==> config.mk <==
export PLATFORM = sky130hd
export DESIGN_NAME = stoch_signed_decode
export DESIGN_NICKNAME = d
export VERILOG_FILES = /design/src/rtl/stoch_pkg.sv /design/src/rtl/stoch_signed_counter.sv /design/src/rtl/stoch_signed_decode.sv
export SDC_FILE = /design/constraint.sdc
export NUM_CORES = 1
export LEC_CHECK = 0
export BUFFER_PORTS_ARGS = -buffer_cell sky130_fd_sc_hd__buf_2
export CAP_MARGIN = 10
export CORE_ASPECT_RATIO = 1.4
export CORE_MARGIN = 8
export CORE_UTILIZATION = 50
export DETAILED_ROUTE_END_ITERATION = 16
export PLACE_DENSITY = 0.77
export SLEW_MARGIN = 5
export SYNTH_ARGS = -nofsm -noshare
export SYNTH_HDL_FRONTEND = slang
export SYNTH_SLANG_ARGS = --single-unit
==> constraint.sdc <==
create_clock -name CLK -period 2.4 [get_ports CLK]
set_clock_uncertainty 0.15 [all_clocks]
set_input_delay 0.12 -clock CLK [delete_from_list [all_inputs] [get_ports CLK]]
set_output_delay 0.12 -clock CLK [all_outputs]
set_load 0.005 [all_outputs]
==> src/rtl/stoch_pkg.sv <==
// Shared definitions for the stochastic-computing encoder/decoder blocks.
//   decode_state_t : decoder window FSM states
//   acc_width()    : width of a signed window count able to hold -N..+N,
//                    where N = 2**log2
package stoch_pkg;

  typedef enum logic [1:0] {
    IDLE  = 2'd0,
    ACCUM = 2'd1,
    DONE  = 2'd2
  } decode_state_t;

  // One bit covers the extra magnitude of +N itself, one more is the sign.
  function automatic int acc_width(input int log2);
    return log2 + 2;
  endfunction

endpackage

==> src/rtl/stoch_signed_counter.sv <==
// Per-channel signed up/down accumulator for one p/m stochastic stream pair.
// Ports:
//   CLK, RST    : clock, asynchronous active-high reset
//   clr_i       : synchronous clear (takes priority over en_i)
//   en_i        : a sample is accepted this cycle
//   p_i, m_i    : positive / negative stream bits of the sample
//   acc_next_o  : value the accumulator takes at the next edge; the top
//                 captures the final window value from here so the result
//                 is available in the same cycle as out_valid
module stoch_signed_counter #(
  parameter int ACC_W = 6
) (
  input  logic             CLK,
  input  logic             RST,
  input  logic             clr_i,
  input  logic             en_i,
  input  logic             p_i,
  input  logic             m_i,
  output logic [ACC_W-1:0] acc_next_o
);

  logic [ACC_W-1:0] acc_q;
  logic [ACC_W-1:0] acc_d;

  // p=m=1 cancels to zero, so only the exclusive cases move the count.
  always_comb begin
    acc_d = acc_q;
    if (clr_i) begin
      acc_d = '0;
    end else if (en_i && p_i && !m_i) begin
      acc_d = acc_q + ACC_W'(1);
    end else if (en_i && m_i && !p_i) begin
      acc_d = acc_q - ACC_W'(1);
    end
  end

  always_ff @(posedge CLK or posedge RST) begin
    if (RST) begin
      acc_q <= '0;
    end else begin
      acc_q <= acc_d;
    end
  end

  assign acc_next_o = acc_d;

endmodule

==> src/rtl/stoch_signed_decode.sv <==
// Decodes CHANNELS signed stochastic p/m stream pairs into signed counts
// sum(x_p - x_m) over a window of N = 2**WINDOW_LOG2 accepted samples.
// Ports:
//   CLK, RST  : clock, asynchronous active-high reset
//   start     : begin a window (only looked at in IDLE)
//   in_valid  : x_p/x_m carry a sample this cycle
//   x_p, x_m  : positive / negative stream bits, one per channel
//   busy      : high while accumulating a window
//   out_valid : one-cycle pulse, y holds a fresh result
//   y         : per-channel signed count, value = y / N
module stoch_signed_decode
  import stoch_pkg::*;
#(
  parameter int CHANNELS    = 3,
  parameter int WINDOW_LOG2 = 8,
  parameter int CONTINUOUS  = 0,
  localparam int ACC_W      = acc_width(WINDOW_LOG2)
) (
  input  logic                           CLK,
  input  logic                           RST,
  input  logic                           start,
  input  logic                           in_valid,
  input  logic [CHANNELS-1:0]            x_p,
  input  logic [CHANNELS-1:0]            x_m,
  output logic                           busy,
  output logic                           out_valid,
  output logic [CHANNELS-1:0][ACC_W-1:0] y
);

  localparam int CNT_W = WINDOW_LOG2 + 1;
  localparam logic [CNT_W-1:0] LAST_CNT = CNT_W'((1 << WINDOW_LOG2) - 1);

  decode_state_t                  state_q;
  logic [CNT_W-1:0]               cnt_q;
  logic [CHANNELS-1:0][ACC_W-1:0] y_q;
  logic                           out_valid_q;
  logic [CHANNELS-1:0][ACC_W-1:0] acc_next;

  logic accept;
  logic last_sample;
  logic clr_acc;

  assign accept      = (state_q == ACCUM) && in_valid;
  assign last_sample = accept && (cnt_q == LAST_CNT);
  assign clr_acc     = (state_q == DONE);

  generate
    for (genvar gi = 0; gi < CHANNELS; gi++) begin : g_ch
      stoch_signed_counter #(
        .ACC_W (ACC_W)
      ) u_cnt (
        .CLK        (CLK),
        .RST        (RST),
        .clr_i      (clr_acc),
        .en_i       (accept),
        .p_i        (x_p[gi]),
        .m_i        (x_m[gi]),
        .acc_next_o (acc_next[gi])
      );
    end
  endgenerate

  // y is captured from the accumulators' next value on the N-th sample edge,
  // so it is already valid during the DONE cycle when out_valid is high.
  // The accumulators themselves are cleared during DONE.
  always_ff @(posedge CLK or posedge RST) begin
    if (RST) begin
      state_q     <= IDLE;
      cnt_q       <= '0;
      y_q         <= '0;
      out_valid_q <= 1'b0;
    end else begin
      out_valid_q <= 1'b0;
      case (state_q)
        IDLE: begin
          if (start) begin
            state_q <= ACCUM;
          end
        end
        ACCUM: begin
          if (accept) begin
            cnt_q <= cnt_q + CNT_W'(1);
          end
          if (last_sample) begin
            state_q     <= DONE;
            y_q         <= acc_next;
            out_valid_q <= 1'b1;
          end
        end
        DONE: begin
          cnt_q   <= '0;
          state_q <= (CONTINUOUS != 0) ? ACCUM : IDLE;
        end
        default: begin
          state_q <= IDLE;
        end
      endcase
    end
  end

  assign busy      = (state_q == ACCUM);
  assign out_valid = out_valid_q;
  assign y         = y_q;

endmodule

**Word-level counts from Yosys, hierarchy flattened**

Index checks and enable logic that the tools add are counted.

- Equality and inequality tests: 6
- $add $sub $neg: 7
- Reductions and logical operators: 25
- Mux-type cells: 16

Operators with widths:

| cell | number |
|---|---|
| two-way mux 10 bit | 9 |
| adder 10 x 1 -> 10 bit (second input constant) | 3 |
| subtractor 10 x 1 -> 10 bit (second input constant) | 3 |
| one-hot mux 9 bit (2 select lines) | 1 |
| logical AND 1 bit | 14 |
| adder 9 x 1 -> 9 bit (second input constant) | 1 |
| == test 9 x 8 -> 1 bit (second input constant) | 1 |
| two-way mux 9 bit | 1 |
| zero test 1 bit | 6 |
| AND reduction 2 bit | 3 |
| two-way mux 2 bit | 2 |
| inequality test 2 x 1 -> 1 bit (second input constant) | 2 |
| one-hot mux 2 bit (2 select lines) | 1 |
| == test 2 x 1 -> 1 bit (second input constant) | 1 |
| == test 2 bit (second input constant) | 1 |
| zero test 2 bit | 1 |
| two-way mux 1 bit | 2 |
| inequality test 2 bit (second input constant) | 1 |
| nonzero test 2 bit | 1 |

- Output and inout port bits: 32
- Bits in registers: 72
- Bits of input ports: 10

**Depth between registers and ports, before layout**

Gate-level depths: netlist (run 1).

- Depth in word-level cells: 7
- Depth in mapped cells: 8
- Mapped depth without buffers: 8

**Hierarchy**

Synthesis (run 1) repeated with hierarchy kept, for this count alone.

- Cell total of the unflattened synthesis: 346
- Area, all modules: 3931.3 µm²

By module, submodules not included:

| module | area an instance (µm²) | instances | cells each |
|---|---|---|---|
| stoch_signed_counter | 690.7 | 3 | 74 |
| stoch_signed_decode | 1859.3 | 1 | 124 |

**Least setup slack after synthesis (run 1)**

No wires, ideal clock.

- Kind: reg2reg
- Start point: reg cnt_q[0]
- End point: reg y_q, in the netlist y[12]
- Slack: 644 ps
- Library setup time: 138 ps
- Path buffers: 1
- Clock period less this slack: 1756 ps
- Cell stages (with the launch flop): 8
- Arrival time: 1468 ps
- Cell sequence: dfrtp_1 ha_1 nand3_1 nor2_1 ha_1 nand2_1 clkbuf_1 o21ai_0

- Longest elaborated chain between the ends: 3

RTL lines:

| what | line | source |
|---|---|---|
| from (decl) | stoch_signed_decode.sv:34 | `logic [CNT_W-1:0] cnt_q;` |
| from (signal assigned) | stoch_signed_decode.sv:82 | `cnt_q <= cnt_q + CNT_W'(1);` |
| == test 9 x 8 -> 1 bit | stoch_signed_decode.sv:44 | `assign last_sample = accept && (cnt_q == LAST_CNT);` |
| logical AND 1 bit | stoch_signed_decode.sv:44 |  |
| AND reduction 2 bit (no line) | -- |  |
| to (signal assigned) | stoch_signed_decode.sv:86 | `y_q <= acc_next;` |
| to (decl) | stoch_signed_decode.sv:35 | `logic [CHANNELS-1:0][ACC_W-1:0] y_q;` |

Every way passes these cells.
A chain may end at the register's enable or synchronous reset.

**Final worst setup path (run 1)**

- Start point: reg state_q[1]
- End point: reg y_q, in the netlist y[8]

- Longest elaborated chain between the ends: 7

RTL lines:

| what | line | source |
|---|---|---|
| from (decl) | stoch_signed_decode.sv:33 | `decode_state_t state_q;` |
| from (signal assigned) | stoch_signed_decode.sv:92 | `state_q <= (CONTINUOUS != 0) ? ACCUM : IDLE;` |
| == test 2 x 1 -> 1 bit | stoch_signed_decode.sv:43, stoch_signed_decode.sv:74 |  |
| logical AND 1 bit | stoch_signed_decode.sv:43 | `assign accept = (state_q == ACCUM) && in_valid;` |
| logical AND 1 bit (2 in a row) | stoch_signed_counter.sv:32 | `end else if (en_i && m_i && !p_i) begin` |
| two-way mux 10 bit | stoch_signed_counter.sv:32 |  |
| two-way mux 10 bit | stoch_signed_counter.sv:30 | `end else if (en_i && p_i && !m_i) begin` |
| two-way mux 10 bit | stoch_signed_counter.sv:28 | `if (clr_i) begin` |

Several ways; a longest one is shown, not always the timed one.

==> results of run 1 <==
-- layer usage --
layer  up-vias  part of all wire [%]  global-route usage, %
li1       1446                     -                      -
met1      1399                    43                  19.70
met2        59                    51                  27.41
met3        14                   4.0                  4.403
met4         0                   1.9                  7.014
met5         -                     0                      0
-- sequential cells by signal (all words and copies together), names as in the netlist --
signal / count
g_ch.u_cnt.acc_q: 30
state_q: 2
cnt_q: 9
out_valid: 1
y: 30
-- layout by cell type (no fill, tap or decap), types with 4 or more instances in the layout --
master / synthesis / routed
xor2_1: 9 / 9
o21ai_1: 21 / 21
nor3_1: 6 / 6
o21ai_0: 14 / 14
ha_1: 8 / 8
nand2b_1: 4 / 4
inv_1: 12 / 11
clkbuf_8: 0 / 10
nand3b_1: 4 / 4
nand3_1: 16 / 16
nor2_1: 44 / 44
xnor2_1: 24 / 24
or3_1: 4 / 4
dfrtp_1: 72 / 72
nand2_1: 46 / 46
buf_2: 4 / 41
buf_4: 0 / 6
a21oi_1: 14 / 14
nand4_1: 16 / 16
o31ai_1: 4 / 4
nor2b_1: 6 / 5
-- final cells by class --
| type | count | area [um2] |
|---|---|---|
| multi-input combinational | 286 | 1757 |
| tap | 97 | 121.4 |
| clock buffer | 11 | 141.4 |
| inverter | 13 | 48.80 |
| sequential | 72 | 1802 |
| timing repair buffer | 50 | 290.3 |
| clock inverter | 5 | 80.08 |
| fill | 667 | 3028 |
-- worst register-to-register path: stages (launching register included) --
cell and delay (ns):
dfrtp_1 0.42, and3b_1 0.62, buf_4 0.30, nand3_1 0.09, o22a_1 0.23, xor2_1 0.18
o21ai_1 0.08
-- kinds of logic (layout without fill, tap and decap cells) --
family | count (synthesis) | count (layout) | synth area share, %
compound gates | 76 | 76 | 13.50
xor+xnor | 33 | 33 | 7.817
fa+ha+maj | 8 | 8 | 2.707
buf+inv | 34 | 79 | 3.824
flops | 72 | 72 | 48.73
mux | 2 | 2 | 0.6091
simple gates | 167 | 167 | 22.81
-- synth_stat cells, types with 8 or more instances --
library cell and n:
dfrtp_1 72, nand2_1 46, nor2_1 44, xnor2_1 24
o21ai_1 21, nand3_1 16, nand4_1 16, clkbuf_1 15
a21oi_1 14, o21ai_0 14, inv_1 12, xor2_1 9
ha_1 8
-- power by group through the flow --
| stage | registers [mW] | clock network, mW | logic [mW] |
|---|---|---|---|
| after CTS | 1.90 | 1.09 | 1.03 |
| final | 1.91 | 1.06 | 1.02 |
| after global routing | 1.96 | 1.14 | 1.17 |
| after floorplan | 1.74 | 0 | 0.946 |
| after detailed placement | 1.92 | 0 | 1.02 |
| after global placement | 1.90 | 0 | 0.971 |
-- worst max-delay path by stage --
| stage | cells past startpoint | to | slack, ns | from |
|---|---|---|---|---|
| 2_1_floorplan | 1 | cnt_q[0] | 0.31 | RST |
| 3_3_place_gp | 6 | y[8] | 0.29 | state_q[1] |
| 3_5_place_dp | 6 | y[8] | 0.23 | state_q[1] |
| 4_1_cts | 6 | y[8] | 0.21 | state_q[1] |
| 5_1_grt | 6 | y[9] | 0.08 | state_q[1] |
| 6_report | 6 | y[8] | 0.21 | state_q[1] |
-- stage by stage --
stage / hold slack, ns / worst slack [ns] / instance area [um2] / instances / total power [mW]
after CTS: 0.03495 / 0.2101 / 4240 / 534 / 4.026
after detailed placement: 0.1008 / 0.2271 / 3999 / 516 / 2.935
after floorplan: 0.1266 / 0.3051 / 3697 / 392 / 2.683
after global routing: 0.07928 / 0.08033 / 4240 / 534 / 4.273
after global placement: 0.08807 / 0.2945 / 3999 / 516 / 2.874
final: 0.06680 / 0.2127 / 4240 / 534 / 3.996
-- what timing repair did --
| item | in CTS | in global routing |
|---|---|---|
| hold buffers | 2 | 0 |
| hold endpoints to repair | 29 | 0 |
| endpoints found under the setup margin | 0 | 0 |
| buffers inserted | 0 | 0 |
==> impl_summary.txt, run 1 <==
----------------------------------------------------
[Global routing]
  Global-route wire length before repair ... 13,750 um
  Largest net degree at the start of global routing ... 52
  Number of global-route vias before repair ... 2,934
  Total grt overflow ... 0
  Initial antenna violation count ... 0
  GRT Total Usage ... between 15 and 20%

[STA]
  Max Transition Viols Final ... 0
  Tcrit/Tclk final ... 91.14%
  Final Hold Vio Count ... 0
  Clock period minus final worst setup slack ... 2.187 ns
  Number of endpoints failing setup at the final stage ... 0
  Post-route setup TNS ... 0 ns
  Highest attainable clock frequency ... 0.4572 GHz
  Relative slew slack ... 57.36%
  Unrepaired setup endpoints after global routing ... false
  Slew at the pin with the worst max-slew slack ... 0.6386 ns

[Layout]
  Post-layout net count ... 450
  Number of diodes added for antenna fixing ... 0
  Final core area utilization ... 58.34%
  Share of final-layout standard cells stronger than drive strength 1 ... 18.08%
  Layout area overhead ... 14.69%

[Logic synthesis]
  Register bit count reported by yosys ... between 70 and 80
  Number of enable flip-flop cells after synthesis ... 0
  Net Count, Synth ... 410
  Post-synthesis cell count ... 392
  Fraction of the yosys area taken by sequential cells ... 48.73%
  Asr flop ratio synth ... between 90% and 100%
  Total of warnings raised by yosys ... 0
  Cell taking the most area after synthesis ... dfrtp_1
  Mean Syn Cell Area ... approximately 9.4 um2
  Yosys cell types ... 52
  Area contributors post-synth ... dfrtp_1 49%, xnor2_1 5.7%, nand2_1 4.7%
  Dominant register cell in the synthesized netlist ... dfrtp_1
  Post-synthesis cell area ... 0.003697 mm2
  Top cell type's share of synthesized area ... about half

[Clock tree]
  Clock tree from TritonCTS ... yes
  Num Clock Sinks ... 72
  Num CTS Buffers ... 9
  Clock edge transition at the registers on the reported setup and hold paths ... 0.08 ns
  Post-cts repair resize count ... 0
  CTS H-Tree Depth ... 3
  Clock insertion delay at the later pin of the skew report ... approximately 0.35 ns
  Root Driver ... clkbuf_8
  Clock buffer depth ... 2

[Critical path]
  Largest delay contributor family on the critical path ... simple AND/OR/NAND/NOR gates
  Category of the critical setup timing path ... flop to flop
  Type of origin of the critical path ... flop
  Highest cell delay on the worst timing path ... 0.62 ns
  Worst EP arrival ... 2.26 ns
  Crit path buffers/inverters ... 1
  Crit path max-delay cell type ... and3b_1
  Endpoint type of the worst setup path ... flop
  Setup slack of the most critical reg-to-reg path ... 0.21 ns
  Launch point of the worst reg-to-reg path ... state_q[1]
  Reg-to-Reg End ... y[8]
  CP max FO ... 17
  Required time of the critical path ... 2.47 ns
  R2R cell count ... 6
  CP cell instances ... and3b_1 > buf_4 > nand3_1 > o22a_1 > xor2_1 > o21ai_1

[Detailed routing]
  First-pass iteration count of the detailed router ... 4
  First DRT Iteration DRCs ... 180
  DRC Markers ... 0
  Total via count after detailed routing ... 2,918
  Wire length per cell after detailed routing ... 15.08 um
  Number of routed nets with antenna violations ... 0
  Via density per instance ... around 5.5
  WL final ... between 8000 and 9000 um

[Status]
  Outcome ... completed

[Power]
  Net Switching ... 1.432 mW
  Comb pwr share ... 25.6%
  Lkg Pwr ... 1.916 nW
  Switching part of the total ... 35.83%
  Portion of total power attributed to the clock network ... 26.5%
  Int Power ... 2.564 mW
  Power per unit of standard cell area ... 942.4 mW/mm2
  Reg power frac ... 47.9%
  Worst vdd rail ir drop ... 0.6089 mV

[Hold path]
  Hold Path Origin ... x_m[1]
  Cell depth of the worst hold path ... 4
  Worst hold endpoint ... g_ch[1].u_cnt.acc_q[1]
  Kind of path behind the tightest hold check ... primary input to flop

[Floorplanning]
  Number of rows in the core area ... 37
  Effective utilization at floorplan ... 50.87%
  DIE AREA ... 0.01044 mm2
  Core Footprint ... 0.007268 mm2
  Number of top-level design ports ... 42
  Die boundary height ... about 120 um
  DIE WIDTH ... around 90 um

[Run]
  Count of max-cap constraint violations ... 0

[Place]
  Final HPWL from detailed placement ... 5740 um
  Routability-driven placement congestion ratio ... 0.8990
  PortBufs ... 41

----------------------------------------------------
No activity file was read; power rests on OpenSTA's default activity.
==> inputs of run 2 (changes only) <==
--- a/config.mk
+++ b/config.mk
@@ -7,7 +7,7 @@
 export LEC_CHECK = 0
 export BUFFER_PORTS_ARGS = -buffer_cell sky130_fd_sc_hd__buf_2
 export CAP_MARGIN = 10
-export CORE_ASPECT_RATIO = 1.4
+export CORE_ASPECT_RATIO = 0.6
 export CORE_MARGIN = 8
 export CORE_UTILIZATION = 50
 export DETAILED_ROUTE_END_ITERATION = 16
==> impl_summary.txt, run 2 (synthesis results as in run 1) <==
----------------------------------------------------
[STA]
  Final Hold Vio Count ... 0
  Max Transition Viols Final ... 0
  Slew at the pin with the worst max-slew slack ... about 0.62 ns
  Tcrit/Tclk final ... 85.68%
  Final-layout worst hold slack ... slightly below 0.1 ns
  Clock period minus final worst setup slack ... 2.056 ns
  Relative slew slack ... between 50 and 60%
  Post-route setup TNS ... 0 ns
  Number of endpoints failing setup at the final stage ... 0
  Unrepaired setup endpoints after global routing ... false
  Highest attainable clock frequency ... 0.4863 GHz

[Clock tree]
  Clock edge transition at the registers on the reported setup and hold paths ... ~0.060 ns
  Num Clock Sinks ... 72
  Hold-fix buffers at CTS ... 2
  Clock tree from TritonCTS ... yes
  CTS H-Tree Depth ... 3
  Number of setup buffers added after CTS ... 0
  Clock insertion delay at the later pin of the skew report ... approximately 0.34 ns
  Post-cts repair resize count ... 0
  Root Driver ... clkbuf_16
  Num CTS Buffers ... 9
  Clock buffer depth ... 2

[Power]
  Comb pwr share ... 25.0%
  Reg power frac ... 45.7%
  Lkg Pwr ... 1.947 nW
  Power per unit of standard cell area ... 965.4 mW/mm2
  Worst vdd rail ir drop ... 0.4085 mV
  Net Switching ... 1.479 mW
  Portion of total power attributed to the clock network ... 29.3%
  Int Power ... 2.677 mW
  Switching part of the total ... 35.58%

[Global routing]
  Number of global-route vias before repair ... 2,895
  Initial antenna violation count ... 0
  GRT Total Usage ... 17.01%
  Global-route wire length before repair ... 13,920 um
  Largest net degree at the start of global routing ... 47
  Total grt overflow ... 0

[Place]
  Post-placement cell area ... 0.004011 mm2
  Routability-driven placement congestion ratio ... 0.8758
  Final HPWL from detailed placement ... 5696 um
  PortBufs ... 41

[Layout]
  Area used by sequential logic in the layout ... 0.001802 mm2
  Layout area overhead ... 16.45%
  Leading cell types in the layout, fill and taps excluded ... 72 x dfrtp_1, 45 x nand2_1, 44 x nor2_1, 41 x buf_2, 24 x xnor2_1
  Share of final-layout standard cells stronger than drive strength 1 ... 18.35%
  FILL cells ... 639
  Number of diodes added for antenna fixing ... 0
  Layout Cell Area excl Fill ... 0.004305 mm2
  Commonest non-fill, non-tap cell in the layout ... dfrtp_1
  Multi-input gate area in the final layout ... 0.001759 mm2
  Post-layout net count ... 449

[Run]
  Count of max-cap constraint violations ... 0

[Critical path]
  Setup crit start ... state_q[1]
  Setup slack of the most critical reg-to-reg path ... 0.34 ns
  Launch point of the worst reg-to-reg path ... state_q[1]
  CP max FO ... 8
  Reg-to-Reg End ... y[9]
  Worst EP arrival ... 2.12 ns
  Endpoint type of the worst setup path ... flop
  Required time of the critical path ... 2.46 ns
  Type of origin of the critical path ... flop
  Critical Path End ... y[9]
  R2R cell count ... 5
  Category of the critical setup timing path ... flop to flop

[Floorplanning]
  DIE AREA ... between 0.01 and 0.015 mm2
  Number of rows in the core area ... 24
  DIE WIDTH ... 127.0 um
  Die boundary height ... 82.61 um
  Effective utilization at floorplan ... 51.30%
  Number of top-level design ports ... 42
  Core Footprint ... 0.007207 mm2

[Detailed routing]
  Wire length per cell after detailed routing ... 15.20 um
  Via density per instance ... 5.681
  DRC Markers ... 0
  Total via count after detailed routing ... approximately 3,000
  First DRT Iteration DRCs ... 182
  WL final ... 8008 um
  Number of routed nets with antenna violations ... 0
  First-pass iteration count of the detailed router ... 4

[Status]
  Outcome ... completed

[Hold path]
  Kind of path behind the tightest hold check ... primary input to flop

----------------------------------------------------
## run 2: critical path: stages, from the launching register on
cell and delay, ns:
dfrtp_1 0.41, nand3b_1 0.40, or4_1 0.50, o22ai_1 0.19, xnor2_1 0.18, o21ai_1 0.10
## run 2: power by group through the flow
stage               Clock (mW)  Combinational, mW  Sequential, mW
floorplan                    0              0.946            1.74
detailed placement           0               1.03            1.91
CTS                       1.25               1.04            1.89
global placement             0              0.976            1.89
global route              1.30               1.18            1.95
finish                    1.22               1.04            1.90
## run 2: metrics by stage
| step | instances | utilization (%) | worst slack, ns | power, mW |
|---|---|---|---|---|
| floorplan | 392 | - | 0.3051 | 2.683 |
| global placement | 509 | 55.66 | 0.4604 | 2.869 |
| detailed placement | 509 | 55.66 | 0.3902 | 2.938 |
| CTS | 527 | 59.74 | 0.3804 | 4.182 |
| global route | 527 | 59.74 | 0.1795 | 4.434 |
| finish | 527 | 59.74 | 0.3438 | 4.156 |
## run 2: area by class of cell
class / instances / share of cell area (%)
Tap cell: 91 / 2.645
Inverter: 13 / 1.133
Timing Repair Buffer: 49 / 7.149
Sequential cell: 72 / 41.85
Clock buffer: 10 / 5.551
Clock inverter: 6 / 0.8137
Multi-Input combinational cell: 286 / 40.86
## run 2: how the worst min path moves through the flow
stage | start | end | depth (start not counted)
finish | x_m[1] | g_ch[1].u_cnt.acc_q[1] | 4
global route | x_m[1] | g_ch[1].u_cnt.acc_q[1] | 3
CTS | x_m[1] | g_ch[1].u_cnt.acc_q[1] | 4
detailed placement | RST | g_ch[1].u_cnt.acc_q[3] | 2
global placement | RST | y[13] | 2
floorplan | start | state_q[0] | 2
## run 2: per-layer routing
metal | global-route usage (%) | share of wire, % | up-vias
li1 | - | - | 1454
met1 | 21.78 | 47 | 1450
met2 | 25.45 | 44 | 75
met3 | 6.154 | 6.6 | 15
met4 | 8.255 | 1.9 | 0
met5 | 0 | 0 | -
==> inputs of run 3 (changes only) <==
==> constraint.sdc (replaced) <==
create_clock -name CLK -period 2.4 [get_ports CLK]
set_clock_uncertainty 0.15 [all_clocks]
set_input_delay 0.48 -clock CLK [delete_from_list [all_inputs] [get_ports CLK]]
set_output_delay 0.48 -clock CLK [all_outputs]
set_load 0.005 [all_outputs]
==> impl_summary.txt, run 3 (synthesis results as in run 1) <==
----------------------------------------------------
[Status]
  Outcome ... completed

[Floorplanning]
  Core Footprint ... 0.007207 mm2
  Die boundary height ... 82.61 um
  DIE AREA ... 0.01049 mm2
  Effective utilization at floorplan ... 51.30%
  DIE WIDTH ... 127.0 um
  Number of rows in the core area ... 24
  Number of top-level design ports ... 42

[Global routing]
  Initial antenna violation count ... 0
  GRT Total Usage ... between 15 and 20%
  Largest net degree at the start of global routing ... 27
  Global-route wire length before repair ... 14,250 um
  Total grt overflow ... 0
  Number of global-route vias before repair ... 3,025

[Critical path]
  Endpoint type of the worst setup path ... flop
  Worst EP arrival ... approximately 2.1 ns
  Required time of the critical path ... 2.46 ns
  Type of origin of the critical path ... flop
  CP max FO ... 9
  Setup slack of the most critical reg-to-reg path ... 0.33 ns
  Category of the critical setup timing path ... flop to flop

[Power]
  Int Power ... 2.817 mW
  Comb pwr share ... 24.5%
  Worst vdd rail ir drop ... 0.4552 mV
  Reg power frac ... between 40% and 50%
  Tot Pwr ... 4.325 mW
  Switching part of the total ... 34.87%
  Power per unit of standard cell area ... 995.8 mW/mm2
  Portion of total power attributed to the clock network ... between 30% and 40%
  Net Switching ... 1.508 mW
  Lkg Pwr ... 1.970 nW

[STA]
  Highest attainable clock frequency ... 0.4830 GHz
  Slew at the pin with the worst max-slew slack ... approximately 0.66 ns
  Relative slew slack ... 55.33%
  Max Transition Viols Final ... 0
  Post-route setup TNS ... 0 ns
  Final-layout worst hold slack ... ~0.043 ns
  Tcrit/Tclk final ... 86.26%
  Number of endpoints failing setup at the final stage ... 0
  Final Hold Vio Count ... 0
  Unrepaired setup endpoints after global routing ... false
  Clock period minus final worst setup slack ... 2.070 ns

[Layout]
  Commonest non-fill, non-tap cell in the layout ... dfrtp_1
  Multi-input gate area in the final layout ... roughly 0.0018 mm2
  Non-filler cells, final ... 531
  Area used by sequential logic in the layout ... 0.001802 mm2
  Post-layout net count ... 453
  Layout Cell Area excl Fill ... 0.004343 mm2
  Layout area overhead ... 17.46%
  Leading cell types in the layout, fill and taps excluded ... 72 x dfrtp_1, 45 x nand2_1, 44 x nor2_1, 41 x buf_2, 24 x xnor2_1
  Number of diodes added for antenna fixing ... 0
  Share of final-layout standard cells stronger than drive strength 1 ... 19.55%
  FILL cells ... 619

[Place]
  PortBufs ... between 40 and 50
  Final HPWL from detailed placement ... 6155 um
  Post-placement cell area ... 0.004035 mm2
  Number of placed instances with taps included ... between 500 and 600
  Routability-driven placement congestion ratio ... between 0.8 and 0.9

[Clock tree]
  Number of setup buffers added after CTS ... 0
  Post-cts repair resize count ... 0
  Clock insertion delay at the later pin of the skew report ... 0.34 ns
  Num Clock Sinks ... 72
  Hold-fix buffers at CTS ... 0
  Clock edge transition at the registers on the reported setup and hold paths ... 0.06 ns
  Clock tree from TritonCTS ... yes
  Clock buffer depth ... 2
  CTS H-Tree Depth ... 3
  Root Driver ... clkbuf_16
  Num CTS Buffers ... 9

[Detailed routing]
  Wire length per cell after detailed routing ... 16.09 um
  Number of routed nets with antenna violations ... 0
  Via density per instance ... 5.682
  First DRT Iteration DRCs ... 224
  WL met3 ... 610 um
  Total via count after detailed routing ... 3,017
  Uppermost layer routed ... met4
  First-pass iteration count of the detailed router ... 6
  Routed metal-1 wirelength ... 3953 um
  WL final ... 8543 um
  Met2 wire length ... 3870 um
  DRC Markers ... 0

[Run]
  Count of max-cap constraint violations ... 0

[Hold path]
  Kind of path behind the tightest hold check ... primary input to asynchronous set/reset pin

----------------------------------------------------
==> run 3: final cells by class <==
type,instances,area share (%)
Clock buffer,11,5.820
Multi-Input combinational cell,286,40.51
Inverter,13,1.210
Tap cell,91,2.622
Clock inverter,5,1.268
Sequential cell,72,41.49
Timing Repair Buffer,53,7.087
==> run 3: per-stage QoR <==
stage | util, % | setup slack (ns)
finish | 60.26 | 0.3297
floorplan | - | 0.4893
CTS | 60.26 | 0.3104
detailed placement | 55.99 | 0.2021
global route | 60.26 | 0.2005
global placement | 55.99 | 0.2622
==> run 3: worst max-delay path, stage by stage, from the launching register on <==
cell,delay (ns)
dfrtp_1,0.42
nand3b_1,0.37
buf_4,0.27
nor4_1,0.26
a31oi_1,0.08
xor2_1,0.27
a21oi_1,0.11
==> run 3: power by group through the flow <==
stage	sequential, mW	clock [mW]	combinational [mW]
2_1_floorplan	1.74	0	0.947
4_1_cts	1.90	1.38	1.06
3_5_place_dp	1.91	0	1.04
5_1_grt	1.96	1.43	1.19
6_report	1.91	1.35	1.06
3_3_place_gp	1.90	0	0.988
==> run 3: per-layer routing <==
layer,vias to the layer above,track usage [%]
met3,13,6.410
met2,93,27.98
met1,1453,21.22
met5,-,0
li1,1458,-
met4,0,6.722
==> run 3: worst paths after layout <==
check                      cells after the start        from                      to
max                                            6  state_q[1]                   y[17]
min                                            2         RST  g_ch[1].u_cnt.acc_q[0]
max reg2reg                                    6  state_q[1]                   y[17]
min reg2reg                                    2       y[27]                   y[27]
max in group asynchronous                      3         RST  g_ch[0].u_cnt.acc_q[2]
min in group CLK                               3       start              state_q[0]
